--- config.mk ---
export PLATFORM = sky130hd
export DESIGN_NAME = tube_event_builder
export DESIGN_NICKNAME = d
export VERILOG_FILES = /design/src/rtl/tube_event_builder_pkg.sv /design/src/rtl/tube_event_builder_hit_capture.sv /design/src/rtl/tube_event_builder.sv
export SDC_FILE = /design/constraint.sdc
export NUM_CORES = 1
export LEC_CHECK = 0
export CAP_MARGIN = 0
export CORE_MARGIN = 3
export CORE_UTILIZATION = 45
export DETAILED_ROUTE_END_ITERATION = 8
export GPL_ROUTABILITY_DRIVEN = 0
export GPL_TIMING_DRIVEN = 0
export SYNTH_ARGS = -nofsm -noshare
export SYNTH_HDL_FRONTEND = slang
export SYNTH_SLANG_ARGS = --single-unit
--- constraint.sdc ---
create_clock -name clk -period 3.5 [get_ports clk]
set_input_delay 0.35 -clock clk [delete_from_list [all_inputs] [get_ports clk]]
set_output_delay 0.35 -clock clk [all_outputs]
set_load 0.005 [all_outputs]
--- src/rtl/tube_event_builder_pkg.sv ---
// Shared definitions for the drift-tube event builder and its readout decoder.
package qn_evt_pkg;

    typedef enum logic [2:0] {
        IDLE,
        ACQ,
        DRAIN,
        TRAIL,
        DEAD
    } evt_state_e;

    // All-ones time field: channel not hit (or hit in the last window cycle).
    localparam logic [31:0] NO_HIT_TIME = '1;
    // All-ones id field: never a channel number, reserved for the trailer.
    localparam logic [31:0] TRAILER_ID  = '1;

endpackage

--- src/rtl/tube_event_builder_hit_capture.sv ---
// Per-channel rising-edge detector and first-hit time latch.
module hit_capture #(
    parameter int unsigned TIME_W = 8
) (
    input  logic              clk,
    input  logic              clr,
    input  logic              arm,
    input  logic              en,
    input  logic              hit,
    input  logic [TIME_W-1:0] win_cnt,
    output logic              hit_valid,
    output logic [TIME_W-1:0] hit_time
);

    logic              hit_prev_q, hit_prev_d;
    logic              valid_q, valid_d;
    logic [TIME_W-1:0] time_q, time_d;

    // Latch the window count on the first rising edge seen while enabled.
    always_comb begin
        hit_prev_d = hit;
        valid_d    = valid_q;
        time_d     = time_q;
        if (arm) begin
            valid_d = 1'b0;
        end else if (en && hit && !hit_prev_q && !valid_q) begin
            valid_d = 1'b1;
            time_d  = win_cnt;
        end
    end

    // State registers with synchronous clear.
    always_ff @(posedge clk) begin
        if (clr) begin
            hit_prev_q <= 1'b0;
            valid_q    <= 1'b0;
            time_q     <= '0;
        end else begin
            hit_prev_q <= hit_prev_d;
            valid_q    <= valid_d;
            time_q     <= time_d;
        end
    end

    assign hit_valid = valid_q;
    assign hit_time  = time_q;

endmodule

--- src/rtl/tube_event_builder.sv ---
// Drift-tube event builder: windowed first-hit capture, then one record per
// channel plus a trailer on a valid/ready stream behind a one-word register.
module tube_event_builder
    import qn_evt_pkg::*;
#(
    parameter int unsigned N_CH    = 32,
    parameter int unsigned TIME_W  = 8,
    parameter int unsigned ID_W    = 8,
    parameter int unsigned WINDOW  = 256,
    parameter int unsigned HOLDOFF = 16
) (
    input  logic                   clk,
    input  logic                   clr,
    input  logic                   trig,
    input  logic [N_CH-1:0]        hits,
    input  logic                   zs_en,
    output logic [TIME_W+ID_W-1:0] out_data,
    output logic                   out_valid,
    input  logic                   out_ready,
    output logic                   busy,
    output logic [15:0]            evt_cnt,
    output logic [15:0]            dropped_cnt
);

    localparam int unsigned W    = TIME_W + ID_W;
    localparam int unsigned HO_W = (HOLDOFF > 1) ? $clog2(HOLDOFF) : 1;

    evt_state_e        state_q, state_d;
    logic              trig_q, trig_d;
    logic [TIME_W-1:0] win_cnt_q, win_cnt_d;
    logic [ID_W-1:0]   ptr_q, ptr_d;
    logic [HO_W-1:0]   dead_cnt_q, dead_cnt_d;
    logic              zs_q, zs_d;
    logic              trail_sent_q, trail_sent_d;
    logic              out_valid_q, out_valid_d;
    logic [W-1:0]      out_data_q, out_data_d;
    logic [15:0]       evt_cnt_q, evt_cnt_d;
    logic [15:0]       dropped_cnt_q, dropped_cnt_d;

    logic              trig_edge, arm, acq;
    logic [N_CH-1:0]   hit_valid;
    logic [TIME_W-1:0] hit_time [N_CH];
    logic              sel_valid;
    logic [TIME_W-1:0] sel_time;
    logic              load_ok, has_word;

    assign trig_edge = trig & ~trig_q;
    assign arm       = (state_q == IDLE) & trig_edge;
    assign acq       = (state_q == ACQ);

    for (genvar c = 0; c < N_CH; c++) begin : g_ch
        hit_capture #(.TIME_W(TIME_W)) u_cap (
            .clk      (clk),
            .clr      (clr),
            .arm      (arm),
            .en       (acq),
            .hit      (hits[c]),
            .win_cnt  (win_cnt_q),
            .hit_valid(hit_valid[c]),
            .hit_time (hit_time[c])
        );
    end

    // Select the latch addressed by the scan pointer.
    always_comb begin
        sel_valid = 1'b0;
        sel_time  = '0;
        for (int unsigned i = 0; i < N_CH; i++) begin
            if (ptr_q == ID_W'(i)) begin
                sel_valid = hit_valid[i];
                sel_time  = hit_time[i];
            end
        end
    end

    // Next-state, counters and output register; a new word loads when the
    // register is empty or being accepted this cycle.
    always_comb begin
        state_d       = state_q;
        trig_d        = trig;
        win_cnt_d     = win_cnt_q;
        ptr_d         = ptr_q;
        dead_cnt_d    = dead_cnt_q;
        zs_d          = zs_q;
        trail_sent_d  = trail_sent_q;
        out_valid_d   = out_valid_q & ~out_ready;
        out_data_d    = out_data_q;
        evt_cnt_d     = evt_cnt_q;
        dropped_cnt_d = dropped_cnt_q;
        load_ok       = ~out_valid_q | out_ready;
        has_word      = sel_valid | ~zs_q;

        if (trig_edge && (state_q != IDLE) && (dropped_cnt_q != '1))
            dropped_cnt_d = dropped_cnt_q + 16'd1;

        case (state_q)
            IDLE: begin
                if (trig_edge) begin
                    state_d   = ACQ;
                    win_cnt_d = '0;
                    zs_d      = zs_en;
                end
            end
            ACQ: begin
                if (win_cnt_q == TIME_W'(WINDOW - 1)) begin
                    state_d = DRAIN;
                    ptr_d   = '0;
                end else begin
                    win_cnt_d = win_cnt_q + TIME_W'(1);
                end
            end
            DRAIN: begin
                if (!has_word || load_ok) begin
                    if (has_word) begin
                        out_valid_d = 1'b1;
                        out_data_d  = {sel_valid ? sel_time : NO_HIT_TIME[TIME_W-1:0], ptr_q};
                    end
                    if (ptr_q == ID_W'(N_CH - 1)) begin
                        state_d      = TRAIL;
                        ptr_d        = TRAILER_ID[ID_W-1:0];
                        trail_sent_d = 1'b0;
                    end else begin
                        ptr_d = ptr_q + ID_W'(1);
                    end
                end
            end
            TRAIL: begin
                if (!trail_sent_q) begin
                    if (load_ok) begin
                        out_valid_d  = 1'b1;
                        out_data_d   = {NO_HIT_TIME[TIME_W-1:0], evt_cnt_q[ID_W-1:0]};
                        trail_sent_d = 1'b1;
                    end
                end else if (out_valid_q && out_ready) begin
                    evt_cnt_d  = evt_cnt_q + 16'd1;
                    state_d    = DEAD;
                    dead_cnt_d = '0;
                end
            end
            DEAD: begin
                if (dead_cnt_q == HO_W'(HOLDOFF - 1))
                    state_d = IDLE;
                else
                    dead_cnt_d = dead_cnt_q + HO_W'(1);
            end
            default: state_d = IDLE;
        endcase
    end

    // State and datapath registers with synchronous clear.
    always_ff @(posedge clk) begin
        if (clr) begin
            state_q       <= IDLE;
            trig_q        <= 1'b0;
            win_cnt_q     <= '0;
            ptr_q         <= '0;
            dead_cnt_q    <= '0;
            zs_q          <= 1'b0;
            trail_sent_q  <= 1'b0;
            out_valid_q   <= 1'b0;
            out_data_q    <= '0;
            evt_cnt_q     <= '0;
            dropped_cnt_q <= '0;
        end else begin
            state_q       <= state_d;
            trig_q        <= trig_d;
            win_cnt_q     <= win_cnt_d;
            ptr_q         <= ptr_d;
            dead_cnt_q    <= dead_cnt_d;
            zs_q          <= zs_d;
            trail_sent_q  <= trail_sent_d;
            out_valid_q   <= out_valid_d;
            out_data_q    <= out_data_d;
            evt_cnt_q     <= evt_cnt_d;
            dropped_cnt_q <= dropped_cnt_d;
        end
    end

    assign out_data    = out_data_q;
    assign out_valid   = out_valid_q;
    assign busy        = (state_q != IDLE);
    assign evt_cnt     = evt_cnt_q;
    assign dropped_cnt = dropped_cnt_q;

endmodule

* Word level (Yosys, flattened, before mapping) *
Index checks and enable logic that the tools add are counted.

storage, ports and cells
  register bits = 395
  input bits = 37
  output and inout port bits = 50
  word-level logic and storage cells = 484

cells by class
  add/subtract/negate cells = 5
  eq/ne operators = 50
  muxes and demuxes = 99
  bitwise operators = 10
  reductions and logical operators = 213

operators by type and width
  cell                                                                    number
  8-bit 2-to-1 mux                                                        38
  8-bit by 5-bit equality test with 1-bit output (second input constant)  16
  1-bit logical AND                                                       99
  2-bit AND reduction                                                     33
  1-bit zero test                                                         65
  8-bit by 4-bit equality test with 1-bit output (second input constant)  8
  16-bit 2-to-1 mux                                                       4
  1-bit 2-to-1 mux                                                        40
  16-bit by 1-bit adder with 16-bit output (second input constant)        2
  8-bit by 3-bit equality test with 1-bit output (second input constant)  4
  16-bit one-hot mux with 2 select lines                                  1
  8-bit one-hot mux with 2 select lines                                   2
  2-bit inequality test (second input constant)                           12
  3-bit 2-to-1 mux                                                        7
  8-bit by 1-bit adder with 8-bit output (second input constant)          2
  8-bit by 2-bit equality test with 1-bit output (second input constant)  2
  16-bit inequality test (second input constant)                          1
  3-bit one-hot mux with 5 select lines                                   1
  4-bit 2-to-1 mux                                                        3
  3-bit AND reduction                                                     4
  8-bit by 1-bit equality test with 1-bit output (second input constant)  1
  8-bit equality test (second input constant)                             1
  8-bit zero test                                                         1
  4-bit one-hot mux with 2 select lines                                   1
  other kinds (17)                                                        29

* Logic depth before layout (Yosys ltp) *
  depth in word-level cells = 38
  depth in mapped cells = 15
  mapped depth without buffers = 10

* Cells and area by module *
From an unflattened synthesis, not the netlist that was laid out.

unflattened totals
  cell total of the unflattened synthesis = 2,326
  area total of the unflattened synthesis = 20,699.9 µm²

by module, submodules not included
  module              instances  cells each  area an instance (µm²)  sequential area each (µm²)
  hit_capture         32         41          430.4                   200.2
  tube_event_builder  1          1,014       6,926.6                 1,501.4

* Worst setup path after synthesis *
OpenSTA, ideal clock, no wires.

  path type = flip-flop to flip-flop
  start point = reg ptr_q[0]
  end point = reg out_data_q[11] (netlist: out_data[11])
  library setup time = 58 ps
  arrival time = 2,723 ps
  data required time = 3,442 ps
  setup slack = 719 ps
  cell stages (with the launch flop) = 15
  path buffers = 4
  clock period less this slack = 2,781 ps
  path through = dfxtp_1 -> inv_1 -> ha_1 -> buf_2 -> buf_2 -> buf_2 -> buf_2 -> nand3b_1 -> nor2_1 -> nand2_1 -> nand3_1 -> o221ai_1 -> a211o_1 -> a2111oi_0 -> o22a_1

on the way
  word-level cells in the longest chain between the ends = 38
  elaborated cells between the ends (all ways) = 106
  those cells by class = eq/ne (33); mux (68); bitwise (1); reduce/logical (4)

ends and longest elaborated chain
  what                                    line                       RTL
  start, declared                         tube_event_builder.sv:31   logic [ID_W-1:0] ptr_q, ptr_d;
  start signal, assigned                  tube_event_builder.sv:168  ptr_q <= ptr_d;
  8-bit zero test                         tube_event_builder.sv:69   if (ptr_q == ID_W'(i)) begin
  1-bit 2-to-1 mux (32 in series)         tube_event_builder.sv:69
  1-bit OR                                tube_event_builder.sv:91   has_word = sel_valid | ~zs_q;
  1-bit zero test                         tube_event_builder.sv:113  if (!has_word || load_ok) begin
  1-bit logical OR                        tube_event_builder.sv:113
  2-bit inequality test (no source line)  -
  5-bit AND reduction (no source line)    -
  end signal, assigned                    tube_event_builder.sv:173  out_data_q <= out_data_d;
  end, declared                           tube_event_builder.sv:36   logic [W-1:0] out_data_q, out_data_d;

Several ways; a longest one is shown, not always the timed one. The select of a mux whose other input is x is not followed.
A chain may end at the register's enable or synchronous reset.

* Worst setup path after layout *
  start point = reg ptr_q[5]
  end point = reg ptr_q[3]

on the way
  word-level cells in the longest chain between the ends = 38
  elaborated cells between the ends (all ways) = 72
  those cells by class = eq/ne (32); mux (35); bitwise (1); reduce/logical (4)

ends and longest elaborated chain
  what                                    line
  8-bit zero test                         tube_event_builder.sv:69
  1-bit 2-to-1 mux (32 in series)         tube_event_builder.sv:69
  1-bit OR                                tube_event_builder.sv:91
  1-bit zero test                         tube_event_builder.sv:113
  1-bit logical OR                        tube_event_builder.sv:113
  2-bit inequality test (no source line)  -
  3-bit AND reduction (no source line)    -

Several ways; a longest one is shown, not always the timed one. The select of a mux whose other input is x is not followed.

==> out/metrics.yaml <==
critical_path:
  cp_max_fo: 10
  worstSetupPathType: "flop to flop"
  worstPathRequired_ps: 4000
  setup.worst_path.end_class: "flop"
  cp-start-kind: "flop"
  critPathArrivalTime_ps: 4110
layout:
  fill_cells: 3739
  fin_nets: 2294
  regArea_sq_mm: 0.007913
  multi_input_area_sq_mm: 0.009648
  syn_to_final_growth_pct: 18.97
  most-common-layout-cells: "nor2_1 (400), dfxtp_1 (393), mux2i_1 (262)"
  mostFrequentLayoutCell: "nor2_1"
  antenna_cells: 0
  drive_gt1_share_pct: 9.509
cts:
  htreeDepth: 2
  clk_pin_slew_ps: 60
  cts_tree: "yes"
  clock-sinks: 395
  cts_buffer_depth: 3
  cts_made_buffers: 44
  cts_hold_buf: 0
  root_buffer: "clkbuf_16"
  clock_latency_ps: 580
synthesis:
  synth_cell_types: 88
  ys.flop_type: "dfxtp_1"
  synth_area_sq_mm: 0.01827
  synthArstFlopShare_pct: 0
  syn_nets: 2161
  synth_seq_area_share_pct: 43.28
  synth_warnings: 0
  netlist_instances: 2116
  syn_avg_cell_area_sq_um: 8.635
  synth-edff-count: 0
  yosys_register_bits: 395
routing:
  vias: 17190
  via_per_inst: 6.123
  wl_met3_mm: 7.717
  ant_nets: 0
  route.detailed.drc: 0
  routedWlPerCell_um: 25.02
  dr_wl_met2_mm: 30.14
  drt-total-wl_mm: 70.22
  dr.first_iter.drc_count: 2337
  dr.pass1.iters: 8
  top_layer: "met4"
  wl_met1_mm: 28.38
pwr:
  p_seq_share_pct: 40.1
  power.total_w: 0.01192
  combinationalPowerShare_pct: 18.8
  ir_drop_mv: 0.3811
  p_per_area_mw_per_mm2: 548.5
  p_int_w: 0.008434
  power.switching_w: 0.003488
  clkPwrFrac_pct: 41.1
  p_leak_nw: 9.475
  swShare_pct: 29.26
die:
  start_util_pct: 45.78
  dieHeight_um: 207.5
  core_area_sq_mm: 0.03991
  die-area_sq_mm: 0.04306
  io_pins: 87
  dieWidth_um: 207.5
  rows: 73
flow_run:
  cap_violations: 0
timing:
  rsz0062_at_grt: "yes"
  tightest_slew_ps: 1168
  hold_viol: 0
  setup_ws_ps: -105.7
  max_freq_ghz: 0.2773
  period_share_pct: 103.0
  finClkSkew_ps: 23.21
  min_period_ps: 3606
  fin_setup_tns_ps: -967.0
  slew_violations: 0
  finalSetupViolCount: 20
  slew_headroom_pct: 22.14
run_status:
  status: "complete, but fails checks"
  violations: "negative setup slack"
worst_hold_path:
  hold_path_class: "input pin to flop"
placed_design:
  port_buffers: 86
  dp_hpwl_mm: 50.71
global_route:
  grt_pass1_vias: 16410
  antenna_found_initial: 1
  grt_overflow: 0
  grt_start_max_net_pins: 14
  grt_use_total_pct: 31.29
  grt_pass1_wl_mm: 103.5
-- power groups by stage --
stage	Sequential (W)	Combinational, W	Clock [W]
floorplan	0.00483	0.00135	0
global placement	0.00487	0.00210	0
detailed placement	0.00487	0.00211	0
CTS	0.00478	0.00218	0.00495
global route	0.00480	0.00235	0.00512
finish	0.00478	0.00224	0.00490
-- sequential cells by signal, indices dropped and copies added, names as in the netlist --
name                   count
dropped_cnt               16
g_ch.u_cap.hit_prev_q     32
win_cnt_q                  8
dead_cnt_q                 4
ptr_q                      8
trig_q                     1
zs_q                       1
evt_cnt                   16
out_valid                  1
trail_sent_q               1
out_data                  16
state_q                    3
g_ch.u_cap.hit_valid      32
g_ch.u_cap.hit_time      256
-- per-stage QoR --
step	std cells	area (sq um)	hold slack, ps	setup slack (ps)	util, %
3_3_place_gp	2727	19790	463.4	-1369	49.58
5_1_grt	2807	21740	373.5	-112.4	54.46
6_report	2807	21740	363.2	-105.7	54.46
4_1_cts	2808	21640	344.6	5.175	54.23
2_1_floorplan	2116	18270	433.9	719.0	-
3_5_place_dp	2727	19790	462.5	-1402	49.59
-- cell type report --
cell class	instances	area share, %
clock inverter	15	0.8577
buffer	181	4.242
sequential	395	36.40
clock buffer	64	6.199
tap	525	3.022
timing repair buffer	89	4.064
inverter	45	0.8289
multi-input combinational	1493	44.38
-- logic make-up after synthesis --
group,Yosys count,share of synthesized area (%)
AND/OR/NAND/NOR,814,20.79
flip-flops,395,43.28
AO/OA/AOI/OAI,375,14.31
multiplexers,262,14.35
buffers and inverters,228,5.095
XOR/XNOR,34,1.630
adder cells (fa/ha/maj),8,0.5479
-- path summary, 6_finish.rpt --
kind / cells after the start / endpoint / slack (ps) / from
max: 9 / ptr_q[3]$_SDFFE_PP0P_ / -110 / ptr_q[5]$_SDFFE_PP0P_
min: 2 / g_ch[21].u_cap.hit_prev_q$_SDFF_PP0_ / 360 / hits[21]
max reg2reg: 9 / ptr_q[3]$_SDFFE_PP0P_ / -110 / ptr_q[5]$_SDFFE_PP0P_
min reg2reg: 2 / g_ch[20].u_cap.hit_valid$_SDFFE_PP0P_ / 480 / g_ch[20].u_cap.hit_valid$_SDFFE_PP0P_
-- worst max-delay path: stages, from the launching register on --
cell and delay, ps:
dfxtp_1 290, buf_4 160, nand4bb_1 680, nor3_2 950
a311o_2 270, nor3_2 80, a2111oi_0 520, nor2_2 210
o211ai_1 220, o2bb2ai_1 140
-- cells in the mapped netlist (7+ instances only) --
library cell  count  share of area (%)
o21a_1            8               0.33
a21oi_1         106                2.9
a22oi_1           8               0.33
o22ai_1          10               0.34
and3_1           13               0.45
mux2i_1         262                 14
a21o_1            7               0.29
nand2b_1         15               0.51
o211ai_1         15               0.62
nor2b_1          44                1.5
dfxtp_1         395                 43
ha_1              8               0.55
nand4_1          21               0.72
buf_2            30               0.82
a221oi_1         15               0.72
o221ai_1         13               0.62
xnor2_1           7               0.34
or3_1            12               0.41
nor2_1          404                8.3
o2111ai_1         7               0.34
inv_1            44               0.90
a311oi_2          7               0.58
nor3_1           52                1.4
buf_1            12               0.25
nand3_1          76                2.1
clkbuf_1        135                2.8
nand2_1         116                2.4
a211oi_1         23               0.95
nand3b_1          8               0.33
xor2_1           27                1.3
a31oi_1          13               0.45
o21ai_0          67                1.8
-- routing by layer --
layer	vias up	global-route usage (%)
met5	-	0
met4	0	16.20
met3	249	7.964
met2	1005	47.99
met1	8248	40.80
li1	7684	-
-- timing repair --
| item | 4_1_cts | 5_1_grt |
|---|---|---|
| gates resized for setup | 98 | 34 |
| setup endpoints to repair | 25 | 20 |
| pin swaps | 11 | 9 |
| setup buffers | 3 | 0 |
Note: power is estimated with default switching activity, not from simulation.
